<file path="config.mk">
export PLATFORM = sky130hd
export DESIGN_NAME = axis_rate_monitor
export DESIGN_NICKNAME = d
export VERILOG_FILES = /design/src/rtl/axis_rate_monitor.sv
export SDC_FILE = /design/constraint.sdc
export NUM_CORES = 1
export LEC_CHECK = 0
export ABC_AREA = 1
export ABC_CLOCK_PERIOD_IN_PS = 4100
export BUFFER_PORTS_ARGS = -buffer_cell sky130_fd_sc_hd__buf_2
export CORE_UTILIZATION = 47
export DETAILED_ROUTE_END_ITERATION = 8
export PLACE_DENSITY = 0.76
export RECOVER_POWER = 25
export SLEW_MARGIN = 25
export SYNTH_ARGS = -nofsm -noshare
export SYNTH_HDL_FRONTEND = slang
export SYNTH_SLANG_ARGS = --single-unit
</file>
<file path="constraint.sdc">
create_clock -name s_aclk -period 4.1 [get_ports s_aclk]
set_input_delay 0.82 -clock s_aclk [delete_from_list [all_inputs] [get_ports s_aclk]]
set_output_delay 0.82 -clock s_aclk [all_outputs]
set_load 0.02 [all_outputs]
</file>
<file path="src/rtl/axis_rate_monitor.sv">
// Passive AXI-Stream rate monitor: accumulates bytes, beats, packets and cycles of a tapped
// stream, either cumulatively or in fixed-length windows that are captured into snapshots.
// Handshake: a beat is mon_tvalid & mon_tready in one cycle; the monitor observes only.
module axis_rate_monitor #(
  parameter int DATA_WIDTH = 64,
  parameter int KEEP_WIDTH = DATA_WIDTH / 8,
  parameter int CNT_WIDTH  = 64,
  parameter int WIN_WIDTH  = 32
) (
  input  logic                  s_aclk,
  input  logic                  s_aresetn,
  input  logic                  mon_tvalid,
  input  logic                  mon_tready,
  input  logic [KEEP_WIDTH-1:0] mon_tkeep,
  input  logic                  mon_tlast,
  input  logic                  cfg_mode,
  input  logic [WIN_WIDTH-1:0]  cfg_window,
  input  logic                  ctl_clear,
  input  logic                  ctl_freeze,
  output logic                  running,
  output logic [CNT_WIDTH-1:0]  byte_count,
  output logic [CNT_WIDTH-1:0]  beat_count,
  output logic [CNT_WIDTH-1:0]  pkt_count,
  output logic [CNT_WIDTH-1:0]  cycle_count,
  output logic [CNT_WIDTH-1:0]  keep_err_count,
  output logic                  snap_valid,
  output logic [CNT_WIDTH-1:0]  snap_bytes,
  output logic [CNT_WIDTH-1:0]  snap_pkts,
  output logic [CNT_WIDTH-1:0]  snap_cycles
);

  // Keep lanes beyond the data bus cannot carry bytes.
  localparam int BYTE_LANES = (KEEP_WIDTH < DATA_WIDTH / 8) ? KEEP_WIDTH : DATA_WIDTH / 8;
  localparam int PW         = $clog2(BYTE_LANES + 1);
  localparam int WIDE       = CNT_WIDTH + WIN_WIDTH;

  typedef enum logic [1:0] {
    ST_IDLE   = 2'd0,
    ST_RUN    = 2'd1,
    ST_FROZEN = 2'd2
  } state_t;

  state_t                 state_q, state_d;
  logic                   mode_q;
  logic [WIN_WIDTH-1:0]   win_len_q;
  logic [WIN_WIDTH-1:0]   win_cnt_q;

  logic                   beat;
  logic                   keep_bad;
  logic [PW-1:0]          beat_bytes;
  logic                   is_idle;
  logic                   count_en;
  logic                   mode_eff;
  logic [WIN_WIDTH-1:0]   cfg_len;
  logic [WIN_WIDTH-1:0]   win_len_eff;
  logic [WIN_WIDTH-1:0]   win_pos;
  logic                   win_close;
  logic [WIDE-1:0]        win_len_wide;
  logic [CNT_WIDTH-1:0]   win_len_cnt;
  logic [CNT_WIDTH-1:0]   byte_nxt, beat_nxt, pkt_nxt, cycle_nxt, err_nxt;

  function automatic logic [CNT_WIDTH-1:0] sat_add(input logic [CNT_WIDTH-1:0] a,
                                                   input logic [CNT_WIDTH-1:0] b);
    logic [CNT_WIDTH:0] s;
    s = {1'b0, a} + {1'b0, b};
    return s[CNT_WIDTH] ? {CNT_WIDTH{1'b1}} : s[CNT_WIDTH-1:0];
  endfunction

  assign beat = mon_tvalid & mon_tready;
  // A contiguous keep (2^n-1) has no bit in common with itself plus one.
  assign keep_bad = beat & (|(mon_tkeep & (mon_tkeep + KEEP_WIDTH'(1))));

  always_comb begin
    beat_bytes = '0;
    for (int i = 0; i < BYTE_LANES; i++) begin
      beat_bytes = beat_bytes + PW'(mon_tkeep[i]);
    end
  end

  // The IDLE cycle that starts a run is window position 0 and uses the live config.
  assign is_idle     = (state_q == ST_IDLE);
  assign count_en    = !ctl_freeze && (!is_idle || beat);
  assign mode_eff    = is_idle ? cfg_mode : mode_q;
  assign cfg_len     = (cfg_window == '0) ? WIN_WIDTH'(1) : cfg_window;
  assign win_len_eff = is_idle ? cfg_len : win_len_q;
  assign win_pos     = is_idle ? '0 : win_cnt_q;
  assign win_close   = count_en && mode_eff && (win_pos == win_len_eff - WIN_WIDTH'(1));

  assign win_len_wide = {{CNT_WIDTH{1'b0}}, win_len_eff};
  assign win_len_cnt  = (win_len_wide > WIDE'({CNT_WIDTH{1'b1}})) ? {CNT_WIDTH{1'b1}}
                                                                   : win_len_wide[CNT_WIDTH-1:0];

  assign byte_nxt  = sat_add(byte_count, beat ? CNT_WIDTH'(beat_bytes) : '0);
  assign beat_nxt  = sat_add(beat_count, CNT_WIDTH'(beat));
  assign pkt_nxt   = sat_add(pkt_count, CNT_WIDTH'(beat & mon_tlast));
  assign cycle_nxt = sat_add(cycle_count, CNT_WIDTH'(1));
  assign err_nxt   = sat_add(keep_err_count, CNT_WIDTH'(keep_bad));

  always_ff @(posedge s_aclk or negedge s_aresetn) begin
    if (!s_aresetn) state_q <= ST_IDLE;
    else            state_q <= state_d;
  end

  always_comb begin
    state_d = state_q;
    if (ctl_clear) begin
      state_d = ST_IDLE;
    end else begin
      case (state_q)
        ST_IDLE:   if (beat && !ctl_freeze) state_d = ST_RUN;
        ST_RUN:    if (ctl_freeze)          state_d = ST_FROZEN;
        ST_FROZEN: if (!ctl_freeze)         state_d = ST_RUN;
        default:                            state_d = ST_IDLE;
      endcase
    end
  end

  always_comb begin
    running = (state_q == ST_RUN);
  end

  always_ff @(posedge s_aclk or negedge s_aresetn) begin
    if (!s_aresetn) begin
      byte_count     <= '0;
      beat_count     <= '0;
      pkt_count      <= '0;
      cycle_count    <= '0;
      keep_err_count <= '0;
      snap_valid     <= 1'b0;
      snap_bytes     <= '0;
      snap_pkts      <= '0;
      snap_cycles    <= '0;
      mode_q         <= 1'b0;
      win_len_q      <= '0;
      win_cnt_q      <= '0;
    end else if (ctl_clear) begin
      byte_count     <= '0;
      beat_count     <= '0;
      pkt_count      <= '0;
      cycle_count    <= '0;
      keep_err_count <= '0;
      snap_valid     <= 1'b0;
      snap_bytes     <= '0;
      snap_pkts      <= '0;
      snap_cycles    <= '0;
      mode_q         <= 1'b0;
      win_len_q      <= '0;
      win_cnt_q      <= '0;
    end else begin
      snap_valid <= 1'b0;
      if (count_en) begin
        keep_err_count <= err_nxt;
        if (is_idle) begin
          mode_q    <= cfg_mode;
          win_len_q <= cfg_len;
        end
        if (win_close) begin
          snap_valid  <= 1'b1;
          snap_bytes  <= byte_nxt;
          snap_pkts   <= pkt_nxt;
          snap_cycles <= win_len_cnt;
          byte_count  <= '0;
          beat_count  <= '0;
          pkt_count   <= '0;
          cycle_count <= '0;
          win_cnt_q   <= '0;
          win_len_q   <= cfg_len;
        end else begin
          byte_count  <= byte_nxt;
          beat_count  <= beat_nxt;
          pkt_count   <= pkt_nxt;
          cycle_count <= cycle_nxt;
          if (mode_eff) win_cnt_q <= win_pos + WIN_WIDTH'(1);
        end
      end
    end
  end

endmodule
</file>
==> reports/qor.txt <==
status = complete, but fails checks
failing checks = capacitance limit, slew limit, setup timing
max layer used = met5
maxcap violations = 3
R2R depth = 20
global-route wire length before repair = 213 mm
wire per inst = 21.5 um
CTS sink cnt = 548
starting DRC count in detailed routing = 3,846
Clock Latency Late Sink = 0.62 ns
Placer Congestion = 1.02
fin util = 60.4%
Post-Syn Instances = 4,899
routed wire length = 142 mm
unrepaired setup endpoints after global routing = true
die height = 273 um
vias = 37,600
LEAKAGE = 20.4 nW
Sequential Area = 0.0137 mm2
H-tree depth = 3
Final HPWL DP = 106 mm
Setup Crit Path Kind = in2reg
area grow syn2layout = 26.2%
Post-synth top flop = dfrtp_1
pwr dens = 328 mW/mm2
filler instances = 6,740
largest net degree at the start of global routing = 85
vias in the first global route = 35,200
register area share after synthesis = 39.7%
maximum VDD drop = 0.358 mV
Mapped Area = 0.0345 mm2
Layout Nets = 5,667
Min-Delay Path Class = reg2reg
M1 wire length = 59.1 mm
Peak Freq = 0.208 GHz
# IOs = 562
remaining global-route overflow = 0
GRT Total Usage = 37.0%
Final min period = 4.81 ns
fraction of registers with async set/reset = 100%
crit path max fanout = 3
Row Count = 98
Yosys reg bits = 548
Worst Hold Depth = 2
Worst-Margin Slew = 2.41 ns
Critical Path RT = 4.58 ns
Slew headroom = -60.8%
largest cells by area after synthesis = dfrtp_1, nand2_1, inv_1
PortBufs = 529
TritonCTS Buffers = 68
Remaining DRCs = 0
Die W = 273 um
layout cells sized above 1 = 21.2%
Fin. Hold Viols = 0
Sum Neg Setup Slack = -67.49 ns
largest area contributor in the netlist = dfrtp_1
Met3 Wirelength = 13.3 mm
CTS root buffer = clkbuf_16
CTS tree = yes
synth warn = 0
CP Capture Type = flip-flop
ANT nets after route = 0
Cell variety after synth = 52
die area = 0.0745 mm2
final worst path period share = 117%
final setup violation count = 128
DRT Pass-1 Iters = 5
Initial Util = 47.9%
r2r setup slk = 0.25 ns
footprint of the multi-input gates = 0.0184 mm2
CP arrival = 5.28 ns
area of the core = 0.0721 mm2
Max Root-Sink Buffers = 3
Final WS setup = -0.706 ns
Avg Inst Size Synth = 7.05 um2
top-area cell type share of the netlist area = 39.7%
Max Clock Skew = 0.0229 ns
type of origin of the critical path = input pin
DR vias/cell = 5.70
total power = 14.3 mW
Slew Viols, Final = 195
Worst-path clk slew = 0.06 ns
Post-synth EDFFs = 0
metal2 WL = 62.7 mm
initial antenna violation count = 3
-- final timing paths --
check / start / end
hold reg to reg: win_len_q[5]$_DFFE_PN0P_ / win_len_q[5]$_DFFE_PN0P_
setup reg to reg: state_q[1]$_DFFE_PN0P_ / cycle_count[32]$_DFFE_PN0P_
setup / recovery: mon_tkeep[1] / byte_count[60]$_DFFE_PN0P_
hold / removal: win_len_q[5]$_DFFE_PN0P_ / win_len_q[5]$_DFFE_PN0P_
max in group asynchronous: s_aresetn / keep_err_count[21]$_DFFE_PN0P_
min in group asynchronous: s_aresetn / snap_pkts[20]$_DFFE_PN0P_
-- report_power, final --
| part | internal, mW | switching, mW | total [mW] | leakage, nW |
|---|---|---|---|---|
| sequential | 5.50 | 0.0694 | 5.57 | 7.62 |
| combinational | 0.655 | 1.62 | 2.28 | 11.6 |
| clock | 3.89 | 2.54 | 6.42 | 1.15 |
| total | 10.0 | 4.23 | 14.3 | 20.4 |
-- critical path: stages --
cell and delay (ns):
buf_8 0.08, inv_4 0.03, fa_1 0.58, fa_2 0.47, fa_1 0.51, inv_2 0.05, ha_4 0.16, fa_2 0.35
o21ai_2 0.15, a21oi_2 0.05, ha_1 0.33, nand3_2 0.09, nand2_4 0.12, buf_6 0.11, nand2_2 0.05, nor3_2 0.18
buf_4 0.14, nand4_1 0.24, nor2_2 0.23, nand3_2 0.11, xor2_1 0.15, nand2_1 0.10, nand2_2 0.09, o22ai_1 0.08
-- timing repair --
action	CTS	global route
setup buffers	22	13
resized for setup	149	89
hold endpoints to repair	0	0
pin swaps	69	68
hold buffers	0	0
gates cloned	3	0
setup endpoints to repair	128	272
-- layout by cell type (no fill, tap or decap), types with 7 or more instances in the layout --
| cell type | n |
|---|---|
| buf_2 | 528 |
| nand3_4 | 9 |
| dfrtp_1 | 548 |
| buf_6 | 18 |
| clkbuf_16 | 71 |
| nor2_1 | 442 |
| nor2_4 | 30 |
| inv_1 | 654 |
| clkbuf_1 | 25 |
| nand2_4 | 16 |
| or2_2 | 22 |
| nand4_1 | 123 |
| nor3_2 | 12 |
| buf_12 | 28 |
| buf_4 | 231 |
| nand3_2 | 20 |
| nand2_1 | 1003 |
| nand2_2 | 24 |
| clkinv_2 | 7 |
| ha_1 | 16 |
| nor3b_1 | 8 |
| o22ai_2 | 9 |
| o21ai_1 | 108 |
| xnor2_1 | 16 |
| o21ai_4 | 8 |
| o21ai_0 | 360 |
| o21a_1 | 7 |
| nand3_1 | 363 |
| xor2_1 | 168 |
| a21oi_1 | 69 |
| nor3_1 | 244 |
| clkbuf_8 | 18 |
| nor4_1 | 79 |
| nor2_2 | 18 |
| inv_2 | 19 |
| conb_1 | 32 |
| a21oi_2 | 8 |
| o31ai_2 | 17 |
| o21ai_2 | 32 |
| o22ai_1 | 138 |
-- cells by family after synthesis --
kind of cell,after synthesis,share of synthesized area [%]
other cells,1,0.0109
fa+ha+maj,23,0.943
xor+xnor,189,4.80
compound gates,783,12.6
buf+inv,912,10.8
flops,548,39.7
simple gates,2443,31.2
-- per-stage QoR --
| step | instance area [um2] | cells | worst slack, ns | hold WS (ns) |
|---|---|---|---|---|
| after floorplan | 35000 | 4930 | -0.961 | 0.444 |
| after global placement | 40000 | 6440 | -1.33 | 0.461 |
| after detailed placement | 40000 | 6440 | -1.42 | 0.466 |
| after CTS | 43200 | 6588 | -0.689 | 0.241 |
| after global routing | 43500 | 6599 | -0.859 | 0.496 |
| final | 43600 | 6600 | -0.706 | 0.483 |
-- cell type report --
cell class	count	area share [%]
Inverter	685	5.99
Multi-Input combinational cell	3470	42.2
Sequential cell	548	31.5
Antenna cell	1	0.00575
Tap cell	950	2.73
Timing Repair Buffer	823	12.2
Clock inverter	18	0.632
Clock buffer	105	4.79
-- cell usage after synthesis, drive strengths merged, types with 82 or more instances --
master,number
buf,121
clkbuf,106
dfrtp,548
inv,678
nand2,1046
nand3,392
nand4,123
nor2,490
nor3,258
nor4,82
o21ai,508
o22ai,147
xor2,173
-- per-layer routing --
layer | global-route usage, % | vias to the layer above
li1 | - | 17500
met1 | 50.4 | 18100
met2 | 56.7 | 1780
met3 | 8.30 | 311
met4 | 15.3 | 2
met5 | 0 | -
-- state kept, by name, indices dropped and copies added, names as in the netlist, 2 cells and up --
name,count
snap_bytes,64
pkt_count,64
cycle_count,64
byte_count,64
keep_err_count,64
snap_cycles,32
state_q,2
win_cnt_q,32
win_len_q,32
snap_pkts,64
beat_count,64
(Power assumes the default switching activity.)
